[src/rtl/proc_pkg.sv]
// Shared definitions for the processor controller: widths, opcodes,
// state encodings, ALU select codes and instruction field positions.
package proc_pkg;

    localparam int IR_W      = 16;
    localparam int D_ADDR_W  = 8;
    localparam int RF_ADDR_W = 4;
    localparam int ALU_SEL_W = 3;
    localparam int STATE_W   = 4;

    // Instruction field bit positions
    localparam int OP_MSB = 15;
    localparam int OP_LSB = 12;
    localparam int RA_MSB = 11;
    localparam int RA_LSB = 8;
    localparam int RB_MSB = 7;
    localparam int RB_LSB = 4;
    localparam int RW_MSB = 3;
    localparam int RW_LSB = 0;
    localparam int DA_MSB = 7;
    localparam int DA_LSB = 0;

    // Opcodes (6..15 behave as NOOP)
    localparam logic [3:0] OP_NOOP  = 4'd0;
    localparam logic [3:0] OP_STORE = 4'd1;
    localparam logic [3:0] OP_LOAD  = 4'd2;
    localparam logic [3:0] OP_ADD   = 4'd3;
    localparam logic [3:0] OP_SUB   = 4'd4;
    localparam logic [3:0] OP_HALT  = 4'd5;

    // ALU function selects
    localparam logic [ALU_SEL_W-1:0] ALU_PASS = 3'd0;
    localparam logic [ALU_SEL_W-1:0] ALU_ADD  = 3'd1;
    localparam logic [ALU_SEL_W-1:0] ALU_SUB  = 3'd2;

    // Controller states; codes 10..15 are unused and recover to Init
    typedef enum logic [STATE_W-1:0] {
        S_INIT   = 4'd0,
        S_FETCH  = 4'd1,
        S_DECODE = 4'd2,
        S_NOOP   = 4'd3,
        S_LOADA  = 4'd4,
        S_LOADB  = 4'd5,
        S_STORE  = 4'd6,
        S_ADD    = 4'd7,
        S_SUB    = 4'd8,
        S_HALT   = 4'd9
    } state_t;

endpackage

[src/rtl/processor_controller_if.sv]
// Control bus between the controller (master) and the datapath (slave).
// There is no handshake: the controller issues level enables/selects each
// cycle from its current state, and the datapath returns the IR contents.
interface proc_ctrl_if;
    import proc_pkg::*;

    logic [IR_W-1:0]      IR;
    logic                 PC_Clr;
    logic                 PC_Up;
    logic                 IR_Ld;
    logic [D_ADDR_W-1:0]  D_Addr;
    logic                 D_Wr;
    logic                 RF_s;
    logic [RF_ADDR_W-1:0] RF_W_Addr;
    logic                 RF_W_en;
    logic [RF_ADDR_W-1:0] RF_Ra_Addr;
    logic [RF_ADDR_W-1:0] RF_Rb_Addr;
    logic [ALU_SEL_W-1:0] ALU_s0;

    modport master (
        input  IR,
        output PC_Clr, PC_Up, IR_Ld, D_Addr, D_Wr, RF_s, RF_W_Addr,
               RF_W_en, RF_Ra_Addr, RF_Rb_Addr, ALU_s0
    );

    modport slave (
        output IR,
        input  PC_Clr, PC_Up, IR_Ld, D_Addr, D_Wr, RF_s, RF_W_Addr,
               RF_W_en, RF_Ra_Addr, RF_Rb_Addr, ALU_s0
    );

endinterface

[src/rtl/processor_controller_instr_fields.sv]
// Purely combinational split of an instruction word into its fields.
module instr_fields
    import proc_pkg::*;
(
    input  logic [IR_W-1:0]      ir_i,
    output logic [3:0]           op_o,
    output logic [RF_ADDR_W-1:0] ra_o,
    output logic [RF_ADDR_W-1:0] rb_o,
    output logic [RF_ADDR_W-1:0] rw_o,
    output logic [D_ADDR_W-1:0]  daddr_o
);

    assign op_o    = ir_i[OP_MSB:OP_LSB];
    assign ra_o    = ir_i[RA_MSB:RA_LSB];
    assign rb_o    = ir_i[RB_MSB:RB_LSB];
    assign rw_o    = ir_i[RW_MSB:RW_LSB];
    assign daddr_o = ir_i[DA_MSB:DA_LSB];

endmodule

[src/rtl/processor_controller.sv]
// Moore control unit sequencing fetch/decode/execute for the 16-bit
// processor datapath. Only the state register is clocked; every output is
// decoded from the current state and the IR fields.
module processor_controller
    import proc_pkg::*;
(
    input  logic               Clk,
    input  logic               Reset,
    proc_ctrl_if.master        ctrl,
    output logic [STATE_W-1:0] StateO
);

    state_t               state_q;
    state_t               state_d;
    logic [3:0]           op;
    logic [RF_ADDR_W-1:0] ra;
    logic [RF_ADDR_W-1:0] rb;
    logic [RF_ADDR_W-1:0] rw;
    logic [D_ADDR_W-1:0]  daddr;

    instr_fields u_fields (
        .ir_i    (ctrl.IR),
        .op_o    (op),
        .ra_o    (ra),
        .rb_o    (rb),
        .rw_o    (rw),
        .daddr_o (daddr)
    );

    assign StateO = state_q;

    // State register; reset forces Init immediately, so outputs drop at once
    always_ff @(posedge Clk or posedge Reset) begin
        if (Reset) begin
            state_q <= S_INIT;
        end else begin
            state_q <= state_d;
        end
    end

    // Next-state logic; unused codes recover to Init
    always_comb begin
        state_d = S_INIT;
        case (state_q)
            S_INIT:   state_d = S_FETCH;
            S_FETCH:  state_d = S_DECODE;
            S_DECODE: begin
                case (op)
                    OP_STORE: state_d = S_STORE;
                    OP_LOAD:  state_d = S_LOADA;
                    OP_ADD:   state_d = S_ADD;
                    OP_SUB:   state_d = S_SUB;
                    OP_HALT:  state_d = S_HALT;
                    default:  state_d = S_NOOP;
                endcase
            end
            S_NOOP:   state_d = S_FETCH;
            S_LOADA:  state_d = S_LOADB;
            S_LOADB:  state_d = S_FETCH;
            S_STORE:  state_d = S_FETCH;
            S_ADD:    state_d = S_FETCH;
            S_SUB:    state_d = S_FETCH;
            S_HALT:   state_d = S_HALT;
            default:  state_d = S_INIT;
        endcase
    end

    // Output decode; anything not driven for a state stays 0
    always_comb begin
        ctrl.PC_Clr     = 1'b0;
        ctrl.PC_Up      = 1'b0;
        ctrl.IR_Ld      = 1'b0;
        ctrl.D_Addr     = '0;
        ctrl.D_Wr       = 1'b0;
        ctrl.RF_s       = 1'b0;
        ctrl.RF_W_Addr  = '0;
        ctrl.RF_W_en    = 1'b0;
        ctrl.RF_Ra_Addr = '0;
        ctrl.RF_Rb_Addr = '0;
        ctrl.ALU_s0     = ALU_PASS;
        case (state_q)
            S_INIT: ctrl.PC_Clr = 1'b1;
            S_FETCH: begin
                ctrl.IR_Ld = 1'b1;
                ctrl.PC_Up = 1'b1;
            end
            // LoadA waits out the synchronous memory read; LoadB commits it
            S_LOADA, S_LOADB: begin
                ctrl.D_Addr    = daddr;
                ctrl.RF_s      = 1'b1;
                ctrl.RF_W_Addr = ra;
                ctrl.RF_W_en   = (state_q == S_LOADB);
            end
            S_STORE: begin
                ctrl.D_Addr     = daddr;
                ctrl.RF_Ra_Addr = ra;
                ctrl.D_Wr       = 1'b1;
            end
            S_ADD, S_SUB: begin
                ctrl.RF_Ra_Addr = ra;
                ctrl.RF_Rb_Addr = rb;
                ctrl.RF_W_Addr  = rw;
                ctrl.ALU_s0     = (state_q == S_ADD) ? ALU_ADD : ALU_SUB;
                ctrl.RF_W_en    = 1'b1;
            end
            default: ;
        endcase
    end

endmodule

[src/flat_wrapper.sv]
// flat-port wrapper written by rule: the top's interface ports become plain ports
module processor_controller_flat import proc_pkg::*;
  (Clk, Reset, StateO, ctrl_IR, ctrl_PC_Clr, ctrl_PC_Up, ctrl_IR_Ld, ctrl_D_Addr, ctrl_D_Wr, ctrl_RF_s, ctrl_RF_W_Addr, ctrl_RF_W_en, ctrl_RF_Ra_Addr, ctrl_RF_Rb_Addr, ctrl_ALU_s0);
  proc_ctrl_if ctrl_i ();
  input  logic Clk;
  input  logic Reset;
  output logic [STATE_W-1:0] StateO;
  input wire logic [$bits(ctrl_i.IR)-1:0] ctrl_IR;
  output wire logic [$bits(ctrl_i.PC_Clr)-1:0] ctrl_PC_Clr;
  output wire logic [$bits(ctrl_i.PC_Up)-1:0] ctrl_PC_Up;
  output wire logic [$bits(ctrl_i.IR_Ld)-1:0] ctrl_IR_Ld;
  output wire logic [$bits(ctrl_i.D_Addr)-1:0] ctrl_D_Addr;
  output wire logic [$bits(ctrl_i.D_Wr)-1:0] ctrl_D_Wr;
  output wire logic [$bits(ctrl_i.RF_s)-1:0] ctrl_RF_s;
  output wire logic [$bits(ctrl_i.RF_W_Addr)-1:0] ctrl_RF_W_Addr;
  output wire logic [$bits(ctrl_i.RF_W_en)-1:0] ctrl_RF_W_en;
  output wire logic [$bits(ctrl_i.RF_Ra_Addr)-1:0] ctrl_RF_Ra_Addr;
  output wire logic [$bits(ctrl_i.RF_Rb_Addr)-1:0] ctrl_RF_Rb_Addr;
  output wire logic [$bits(ctrl_i.ALU_s0)-1:0] ctrl_ALU_s0;
  assign ctrl_i.IR = ctrl_IR;
  assign ctrl_PC_Clr = ctrl_i.PC_Clr;
  assign ctrl_PC_Up = ctrl_i.PC_Up;
  assign ctrl_IR_Ld = ctrl_i.IR_Ld;
  assign ctrl_D_Addr = ctrl_i.D_Addr;
  assign ctrl_D_Wr = ctrl_i.D_Wr;
  assign ctrl_RF_s = ctrl_i.RF_s;
  assign ctrl_RF_W_Addr = ctrl_i.RF_W_Addr;
  assign ctrl_RF_W_en = ctrl_i.RF_W_en;
  assign ctrl_RF_Ra_Addr = ctrl_i.RF_Ra_Addr;
  assign ctrl_RF_Rb_Addr = ctrl_i.RF_Rb_Addr;
  assign ctrl_ALU_s0 = ctrl_i.ALU_s0;
  processor_controller u_core (.Clk(Clk), .Reset(Reset), .ctrl(ctrl_i), .StateO(StateO));
endmodule
[config.mk]
export PLATFORM = sky130hd
export DESIGN_NAME = processor_controller_flat
export DESIGN_NICKNAME = d
export VERILOG_FILES = /design/src/rtl/proc_pkg.sv /design/src/rtl/processor_controller_if.sv /design/src/rtl/processor_controller_instr_fields.sv /design/src/rtl/processor_controller.sv /design/src/flat_wrapper.sv
export SDC_FILE = /design/constraint.sdc
export NUM_CORES = 1
export LEC_CHECK = 0
export ABC_CLOCK_PERIOD_IN_PS = 1500
export BUFFER_PORTS_ARGS = -buffer_cell sky130_fd_sc_hd__buf_2
export CORE_ASPECT_RATIO = 1.25
export CORE_MARGIN = 8
export CORE_UTILIZATION = 30
export CTS_CLUSTER_DIAMETER = 150
export DETAILED_ROUTE_END_ITERATION = 6
export PLACE_DENSITY = 0.66
export SETUP_SLACK_MARGIN = 0.02
export SYNTH_ARGS = -nofsm -noshare
export SYNTH_HDL_FRONTEND = slang
export SYNTH_SLANG_ARGS = --single-unit
[constraint.sdc]
create_clock -name Clk -period 1.5 [get_ports Clk]
set_input_delay 0.15 -clock Clk [delete_from_list [all_inputs] [get_ports Clk]]
set_output_delay 0.15 -clock Clk [all_outputs]
set_load 0.1 [all_outputs]
==> Implementation_results.wiki, run 1 <==
{| class="wikitable"
! Metric !! Value
|-
| Top_reg_cell synth || sky130_fd_sc_hd__dfrtp_1
|-
| Routability-driven placement congestion ratio || 0.750
|-
| CTS buffer count || 3
|-
| Kind of the worst endpoint || primary output
|-
| Y dimension of the die || 63.5 um
|-
| GR repair worst EP || ctrl_RF_Rb_Addr[3]
|-
| Synthesized area per cell || 8.09 um^2
|-
| Number of distinct library cells after synthesis || 34
|-
| Die width || 54.0 um
|-
| Number of top-level pins || 51
|-
| Commonest cells in the netlist || 8 x sky130_fd_sc_hd__and2_1, 8 x sky130_fd_sc_hd__and3_1, 5 x sky130_fd_sc_hd__nor2_1
|-
| Worst setup slack after placement || -0.126 ns
|-
| Number of flops mapped to enable cells by yosys || 0
|-
| Maximum count of clock buffers along a single path || 2
|-
| Cell area after technology mapping || 542 um^2
|-
| Pin count of the biggest net entering global routing || 12
|-
| H-tree Lvls || 1
|-
| Cells taking the most area after synthesis || sky130_fd_sc_hd__dfrtp_1 18%, sky130_fd_sc_hd__and2_1 9.2%, sky130_fd_sc_hd__and3_1 9.2%
|-
| Sink Count || 4
|-
| Error msg || [ERROR DPL-0038] Utilization greater than 100%, impossible to legalize
|-
| Dpl hpwl || 2.43 mm
|-
| Warnings, synthesis || 0
|-
| Most area-hungry cell type in the Yosys netlist || sky130_fd_sc_hd__dfrtp_1
|-
| Portion of synthesized cell area occupied by the leading cell type || 18.5%
|-
| Clock root buffer master || sky130_fd_sc_hd__clkbuf_4
|-
| Number of nets produced by synthesis || 85
|-
| Run status || aborted with a tool error
|-
| Effective utilization at floorplan || 31.1%
|-
| Stage where the flow stopped || global routing (5_1_grt)
|-
| Flip-flop and latch count after synthesis || 4
|-
| Async set-reset flop share out of synthesis || 100%
|-
| Synthesized netlist cell count || 67
|-
| Placement Rows || 17
|-
| Share of synthesized area occupied by flip-flops and latches || 18.5%
|-
| Count of input and output buffers || 49
|}
-- per-stage QoR --
step           cells  cell area (um^2)  hold WS [ns]  TNS, ns
4_1_cts          154              1630         0.235    -6.33
3_5_place_dp     146              1500        0.0382    -1.07
3_3_place_gp     146              1500        0.0299   -0.297
2_1_floorplan     67               714       -0.0838   -22.26
-- cells by family after synthesis --
kind of cell | Yosys count | share of synthesized area, %
AOI/OAI and AO/OA | 14 | 19.4
xor gates and xnor gates | 1 | 1.62
buffers and inverters | 9 | 13.2
DFF | 4 | 18.5
other | 1 | 0.692
and+or+nand+nor | 38 | 46.7
-- repair_timing --
item,4_1_cts
cloned,1
setup endpoints to repair,32
hold buffers,1
gates resized for setup,20
pin swaps,7
setup buffers,5
endpoints found under the hold margin,4
==> run 2: changes to the inputs <==
- CORE_AREA: unset -> 8 8 69 71
- CORE_ASPECT_RATIO: 1.25 -> unset
- CORE_MARGIN: 8 -> unset
- CORE_UTILIZATION: 30 -> unset
- CTS_CLUSTER_DIAMETER: 150 -> unset
- DIE_AREA: unset -> 0 0 77 79
- PLACE_DENSITY: 0.66 -> unset
- PLACE_DENSITY_LB_ADDON: unset -> 0.15
- SETUP_SLACK_MARGIN: 0.02 -> unset
==> run 2 against run 1 <==
Against the previous run:
- the flow now finishes, with violations (setup timing)
- area after synthesis is the same
- synthesized cell count is the same
==> Implementation_results.wiki, run 2 <==
{| class="wikitable"
! Metric !! Value
|-
| Layout filler cell count || 362
|-
| Number of antenna violations at the first check in global routing || 0
|-
| Commonest cells in the netlist || 8 x sky130_fd_sc_hd__and2_1, 8 x sky130_fd_sc_hd__and3_1, 5 x sky130_fd_sc_hd__nor2_1
|-
| Worst min-delay path category || input pin to register
|-
| Startpoint of the worst-slack reg-to-reg timing path || u_core.StateO[0]
|-
| Leading cell types in the layout, fill and taps excluded || 31 x sky130_fd_sc_hd__buf_12, 19 x sky130_fd_sc_hd__buf_2, 15 x sky130_fd_sc_hd__buf_4
|-
| Clk_skew || 0.000642 ns
|-
| Sink Count || 4 (unchanged)
|-
| Clk Latency, worst-skew pair || 0.21 ns
|-
| Top achievable clock speed || 561 MHz
|-
| Most common cell after layout, fill and taps aside || sky130_fd_sc_hd__buf_12
|-
| Timing endpoint of the critical path || ctrl_RF_Ra_Addr[3]
|-
| Run status || finished with violations
|-
| Final count of hold timing violations || 0
|-
| Clock slew at reported path FFs || 0.03 ns
|-
| Flip-flop and latch count after synthesis || 4 (unchanged)
|-
| Total wire length after detailed routing || 2.64 mm
|-
| Routability-driven placement congestion ratio || 0.699 (-6.8%)
|-
| Cell count of the worst reg-to-reg path || 5
|-
| Warnings, synthesis || 0 (unchanged)
|-
| Placeable core region || 3800 um^2
|-
| Timing startpoint of the critical path || u_core.StateO[0]
|-
| Crit path capture type || output port
|-
| Post-Place Cells || 175 (+20%)
|-
| Clock root buffer master || sky130_fd_sc_hd__clkbuf_8
|-
| Worst setup slack after placement || -0.0840 ns (+0.0422 ns)
|-
| Cell area after technology mapping || 542 um^2 (unchanged)
|-
| Maximum count of clock buffers along a single path || 2 (unchanged)
|-
| Adder-cell area share of the yosys netlist || 0% (unchanged)
|-
| Share of final-layout standard cells stronger than drive strength 1 || 85.7%
|-
| Least setup slack across all paths after layout || -0.282 ns
|-
| Number of nets produced by synthesis || 85 (unchanged)
|-
| Vias in the first global route || 841
|-
| Finished layout cell area || 1780 um^2
|-
| Synthesized netlist cell count || 67 (unchanged)
|-
| DR WL/cell || 13.9 um
|-
| Total die area || 6080 um^2
|-
| Violated checks || setup timing
|-
| Number of nets in the layout || 160
|-
| Effective utilization at floorplan || 14.3% (-17 points)
|-
| Switching power as a share of total power || 53.4%
|-
| Y dimension of the die || 79 um (+24%)
|-
| Flip-flop count of the largest register after layout || 4
|-
| Fraction of power consumed by sequential logic || 7.8%
|-
| Clock group share of total power || 7.6%
|-
| Worst R2R Setup Slack || -0.02 ns
|-
| P_sw || 1.57 mW
|-
| Fraction of the cycle the final worst path needs || 119%
|-
| Dpl hpwl || 2.08 mm (-14%)
|-
| Most area-hungry cell type in the Yosys netlist || sky130_fd_sc_hd__dfrtp_1
|-
| Placement Rows || 23 (+6)
|-
| Startpoint types || register
|-
| Cells taking the most area after synthesis || sky130_fd_sc_hd__dfrtp_1 18%, sky130_fd_sc_hd__and2_1 9.2%, sky130_fd_sc_hd__and3_1 9.2%
|-
| Total power || 2.93 mW
|-
| CTS buffer count || 3 (unchanged)
|-
| Die width || 77 um (+43%)
|-
| Overall fraction of global-route tracks in use || 8.57%
|-
| Share of synthesized area occupied by flip-flops and latches || 18.5% (unchanged)
|-
| Count of input and output buffers || 49 (unchanged)
|-
| Iteration count of the initial detailed-routing pass || 2
|-
| Worst r2r dst || u_core.StateO[3]
|-
| Number of distinct library cells after synthesis || 34 (unchanged)
|-
| Async set-reset flop share out of synthesis || 100% (unchanged)
|-
| Portion of synthesized cell area occupied by the leading cell type || 18.5% (unchanged)
|-
| Minimum period implied by the final worst setup slack || 1.78 ns
|-
| Post-Place Cell Area || 1540 um^2 (+2.6%)
|-
| Total via count after detailed routing || 783
|-
| Multi-input logic area || 579 um^2
|-
| Synthesized area per cell || 8.09 um^2 (unchanged)
|-
| Pwr Density || 1650 nW/um^2
|-
| Complex-gate fraction of the synthesized area || 19.4% (unchanged)
|-
| Final setup vio count || 29
|-
| Data arrival time of the critical path || 1.63 ns
|-
| Post-synthesis mux area share || 0% (unchanged)
|-
| Basic-gate share of the synthesized area counting and, or, nand and nor cells || 46.7% (unchanged)
|-
| Top_reg_cell synth || sky130_fd_sc_hd__dfrtp_1
|-
| Standby leakage power || 0.772 nW
|-
| ANT cells || 0
|-
| Antenna Violating Nets Remaining || 0
|-
| Remaining global-route overflow || 0
|-
| Sequential cell area || 115 um^2
|-
| Portion of total power attributed to combinational logic || 84.6%
|-
| Area share of xor/xnor cells in the synthesized design || 1.62% (unchanged)
|-
| Number of max-cap violations || 0
|-
| Number of flops mapped to enable cells by yosys || 0 (unchanged)
|-
| Required time of the worst setup path || 1.35 ns
|-
| Post-DR vias/cell || 4.12
|-
| Wire length of the first global-routing pass || 4.22 mm
|-
| Non-filler instance count after layout || 190
|-
| Int Pwr || 1.37 mW
|-
| RSZ-0062 raised after global routing || true
|-
| Final number of max-transition violations || 0
|-
| Path type of the worst setup path || register to output port
|-
| Peak VDD IR || 0.00128 V
|-
| Main combinational cell family by area after synthesis || simple AND/OR/NAND/NOR gates
|-
| Number of top-level pins || 51 (unchanged)
|-
| TritonCTS clock tree || built
|-
| Pin count of the biggest net entering global routing || 11
|-
| Starting DRC count in detailed routing || 14
|-
| Maximum fanout encountered on the critical timing path || 4
|-
| Drt drc || 0
|-
| Area growth from synthesis to final layout || 228%
|-
| H-tree Lvls || 1 (unchanged)
|}
==> run 2: cell counts after synthesis <==
Identical to the previous run, type by type.
==> run 2: what timing repair did <==
item | in CTS | in global routing
endpoints found under the hold margin | 4 | 0
gates resized for setup | 19 | 8
cloned | 2 | 0
setup endpoints to repair | 28 | 29
hold buffers | 1 | 0
pin swaps | 4 | 8
buffers inserted | 3 | 6
==> run 2: kinds of logic (layout without fill, tap and decap cells) <==
family                    after synthesis  after routing
buffers and inverters                   9             82
AOI/OAI and AO/OA                      14             14
other                                   1              1
DFF                                     4              4
xor gates and xnor gates                1              1
and+or+nand+nor                        38             38
==> run 2: area by class of cell <==
class / count / share of cell area, %
repair buffers: 78 / 54.9
multi-input cells: 54 / 32.6
well taps: 50 / 3.52
inverters: 1 / 0.211
clock buffers: 3 / 2.32
flip-flops and latches: 4 / 6.47
==> run 2: how the worst min path moves through the flow <==
stage	from	to	slack [ns]	cells after the start
after floorplan	Reset	u_core.StateO[0]	-0.08	1
after global placement	Reset	u_core.StateO[3]	0.03	2
after detailed placement	Reset	u_core.StateO[3]	0.03	2
after CTS	ctrl_IR[15]	u_core.StateO[3]	0.27	3
after global routing	ctrl_IR[15]	u_core.StateO[3]	0.27	3
final	ctrl_IR[15]	u_core.StateO[3]	0.27	3
==> run 2: critical path, stage by stage (launching register included) <==
cell,delay (ns)
sky130_fd_sc_hd__dfrtp_4,0.47
sky130_fd_sc_hd__nor4b_4,0.30
sky130_fd_sc_hd__buf_4,0.16
sky130_fd_sc_hd__a21o_1,0.15
sky130_fd_sc_hd__and2_4,0.17
sky130_fd_sc_hd__buf_12,0.16
==> run 2: power by group through the flow <==
| stage | sequential [mW] | combinational [mW] | clock (mW) |
|---|---|---|---|
| 4_1_cts | 0.217 | 2.30 | 0.232 |
| 2_1_floorplan | 0.465 | 1.15 | 0 |
| 6_report | 0.227 | 2.48 | 0.224 |
| 3_3_place_gp | 0.205 | 2.13 | 0 |
| 5_1_grt | 0.234 | 2.57 | 0.236 |
| 3_5_place_dp | 0.209 | 2.13 | 0 |
==> run 2: stage by stage <==
step | hold slack, ns | utilization [%] | setup TNS [ns]
CTS | 0.270 | 44.7 | -5.20
finish | 0.267 | 46.8 | -5.95
global placement | 0.0305 | 40.5 | -0.467
detailed placement | 0.0310 | 40.5 | -0.632
floorplan | -0.0838 | - | -22.26
global route | 0.273 | 46.8 | -7.17
==> run 2: routing by layer <==
layer	up-vias	share of wire, %	track usage, %
met4	0	0	3.96
met1	364	42	9.46
li1	385	-	-
met2	34	52	15.0
met3	0	6.0	2.48
met5	-	0	0
(Power assumes the default switching activity.)
==> run 3: changes to the inputs <==
- CELL_PAD_IN_SITES_DETAIL_PLACEMENT: unset -> 0
- CELL_PAD_IN_SITES_GLOBAL_PLACEMENT: unset -> 1
==> run 3 against run 2 <==
Against the previous run:
- the flow still finishes with violations (setup timing)
- via count down 4.2%
- clock-buffer cell count did not move
- combinational power hardly changed
- clock power fell by 2%
- utilization fell by 0.89 points
- flip-flop and latch count is the same
- routed wire length is 3.6% lower
- sequential share of layout area grew 0.13 points
- die area unchanged
- fmax down 2.0%
- critical path type unchanged
- critical endpoint is now ctrl_RF_Ra_Addr[2]
- largest cell class unchanged
- highest routed layer is now met4
==> Implementation_results.wiki, run 3 (synthesis gave the netlist of run 2 again) <==
{| class="wikitable"
! Metric !! Value
|-
| Pwr Density || 1660 nW/um^2 (+0.81%)
|-
| DR WL/cell || 13.7 um (-1.0%)
|-
| Cell-by-cell listing of the critical path || nor4b_4, buf_4, a21o_1, and2_4, buf_12
|-
| Number of max-cap violations || 0 (unchanged)
|-
| Antenna Violating Nets Remaining || 0 (unchanged)
|-
| Worst R2R Setup Slack || -0.04 ns (-0.02 ns)
|-
| Post-DR vias/cell || 4.05 (-1.6%)
|-
| Startpoint types || register
|-
| Critical path's slowest cell || sky130_fd_sc_hd__dfrtp_4
|-
| Peak VDD IR || 0.00203 V (+58%)
|-
| Routability-driven placement congestion ratio || 0.674 (-3.6%)
|-
| Number of nets in the layout || 155 (-3.1%)
|-
| Final count of hold timing violations || 0 (unchanged)
|-
| Least setup slack across all paths after layout || -0.319 ns (-0.0364 ns)
|-
| Critical path's top delay family || flip-flops
|-
| Worst r2r dst || u_core.StateO[3]
|-
| Iteration count of the initial detailed-routing pass || 3 (+1)
|-
| Total power || 2.90 mW (-1.1%)
|-
| Wire length of the first global-routing pass || 4.08 mm (-3.4%)
|-
| Clock slew at reported path FFs || 0.03 ns (about the same)
|-
| Top achievable clock speed || 550 MHz (-2.0%)
|-
| Effective utilization at floorplan || 14.3% (unchanged)
|-
| Final setup vio count || 29 (unchanged)
|-
| Clk_skew || 0.00167 ns (+0.00103 ns)
|-
| Bufs and invs on worst path || 2 (unchanged)
|-
| Clock root buffer master || sky130_fd_sc_hd__clkbuf_8
|-
| Minimum period implied by the final worst setup slack || 1.82 ns (+0.0364 ns)
|-
| Run status || finished with violations
|-
| Crit path capture type || output port
|-
| Final number of max-transition violations || 0 (unchanged)
|-
| Number of top-level pins || 51 (unchanged)
|-
| Most common cell after layout, fill and taps aside || sky130_fd_sc_hd__buf_12
|-
| Worst hold start || ctrl_IR[15]
|-
| Worst setup slack after placement || -0.0940 ns (-0.0100 ns)
|-
| Standby leakage power || 0.766 nW (-0.78%)
|-
| Path type of the worst setup path || register to output port
|-
| RSZ-0062 raised after global routing || true
|-
| Fraction of the cycle the final worst path needs || 121% (+2.4 points)
|-
| Final TNS setup || -5.38 ns (+0.562 ns)
|-
| Post-Place Cell Area || 1500 um^2 (-2.4%)
|-
| Number of antenna violations at the first check in global routing || 0 (unchanged)
|-
| Finished layout cell area || 1750 um^2 (-1.9%)
|-
| Required time of the worst setup path || 1.35 ns (about the same)
|-
| Sink Count || 4 (unchanged)
|-
| Hold path endpoint || u_core.StateO[3]
|-
| Die width || 77 um (unchanged)
|-
| Placeable core region || 3800 um^2 (unchanged)
|-
| CTS buffer count || 3 (unchanged)
|-
| Leading cell types in the layout, fill and taps excluded || 31 x sky130_fd_sc_hd__buf_12, 19 x sky130_fd_sc_hd__buf_2, 14 x sky130_fd_sc_hd__buf_4
|-
| Clk Latency, worst-skew pair || 0.21 ns (about the same)
|-
| Maximum count of clock buffers along a single path || 2 (unchanged)
|-
| Total die area || 6080 um^2 (unchanged)
|-
| ANT cells || 0 (unchanged)
|-
| Data arrival time of the critical path || 1.67 ns (+0.04 ns)
|-
| Y dimension of the die || 79 um (unchanged)
|-
| Vias in the first global route || 817 (-2.9%)
|-
| Total via count after detailed routing || 750 (-4.2%)
|-
| Cell count of the worst reg-to-reg path || 4 (-1)
|-
| Flip-flop count of the largest register after layout || 4 (unchanged)
|-
| Dpl hpwl || 2.01 mm (-3.5%)
|-
| Violated checks || setup timing
|-
| H-tree Lvls || 1 (unchanged)
|-
| Util after Layout || 45.9% (-0.89 points)
|-
| Placement Rows || 23 (unchanged)
|-
| TritonCTS clock tree || built
|-
| Starting DRC count in detailed routing || 4 (-10)
|-
| Worst min-delay path category || input pin to register
|-
| Overall fraction of global-route tracks in use || 8.36% (-0.21 points)
|-
| Pin count of the biggest net entering global routing || 12 (+1)
|-
| Count of input and output buffers || 49 (unchanged)
|-
| Hold Path Cell Cnt || 3 (unchanged)
|-
| Startpoint of the worst-slack reg-to-reg timing path || u_core.StateO[0]
|-
| Delay of the slowest cell on the worst path || 0.49 ns (+0.02 ns)
|-
| Drt drc || 0 (unchanged)
|-
| Share of final-layout standard cells stronger than drive strength 1 || 83.7% (-2.0 points)
|-
| Area growth from synthesis to final layout || 222%
|-
| Remaining global-route overflow || 0 (unchanged)
|-
| Maximum fanout encountered on the critical timing path || 4 (unchanged)
|-
| Total wire length after detailed routing || 2.54 mm (-3.6%)
|}
## run 3: power by group
part / total (mW) / internal (mW) / switching (mW)
clock: 0.220 / 0.171 / 0.0497
sequential: 0.220 / 0.165 / 0.0546
combinational: 2.46 / 1.04 / 1.42
total: 2.90 / 1.38 / 1.52
## run 3: layer usage
layer	vias to the layer above	routed length (um)	track usage [%]
met4	0	21	3.40
met5	-	0	0
met2	32	1340	15.1
met3	2	151	2.82
met1	343	1030	8.74
li1	373	-	-
## run 3: cell type report
| type | instances | area (um^2) |
|---|---|---|
| timing repair buffer | 73 | 960 |
| inverter | 1 | 3.75 |
| clock buffer | 3 | 41.3 |
| multi-input combinational | 54 | 563 |
| sequential | 4 | 115 |
| fill | 375 | 2050 |
| tap | 50 | 62.6 |
## run 3: worst min-delay path: stages
cell	delay [ns]
sky130_fd_sc_hd__buf_2	0.12
sky130_fd_sc_hd__or4_1	0.12
sky130_fd_sc_hd__a21oi_1	0.06
## run 3: timing repair
action | CTS | global route
setup buffers | 5 | 4
cloned | 1 | 1
hold endpoints to repair | 4 | 0
endpoints found under the setup margin | 29 | 31
pin swaps | 8 | 3
hold buffers | 1 | 0
gates resized for setup | 20 | 1
## run 3: through the flow
step | hold slack [ns] | std cells
6_report | 0.274 | 185
5_1_grt | 0.287 | 185
4_1_cts | 0.260 | 181
3_5_place_dp | 0.0345 | 172
3_3_place_gp | 0.0290 | 172
2_1_floorplan | -0.0838 | 67
## run 3: worst max path at each step
| stage | to | cells after the start | from | slack, ns |
|---|---|---|---|---|
| 2_1_floorplan | ctrl_RF_Rb_Addr[0] | 4 | u_core.StateO[3] | -1.29 |
| 3_3_place_gp | ctrl_RF_Ra_Addr[1] | 5 | u_core.StateO[0] | -0.06 |
| 3_5_place_dp | ctrl_RF_Ra_Addr[0] | 5 | u_core.StateO[0] | -0.09 |
| 4_1_cts | ctrl_RF_Ra_Addr[0] | 5 | u_core.StateO[0] | -0.33 |
| 5_1_grt | ctrl_RF_Ra_Addr[2] | 5 | u_core.StateO[0] | -0.41 |
| 6_report | ctrl_RF_Ra_Addr[2] | 5 | u_core.StateO[2] | -0.32 |
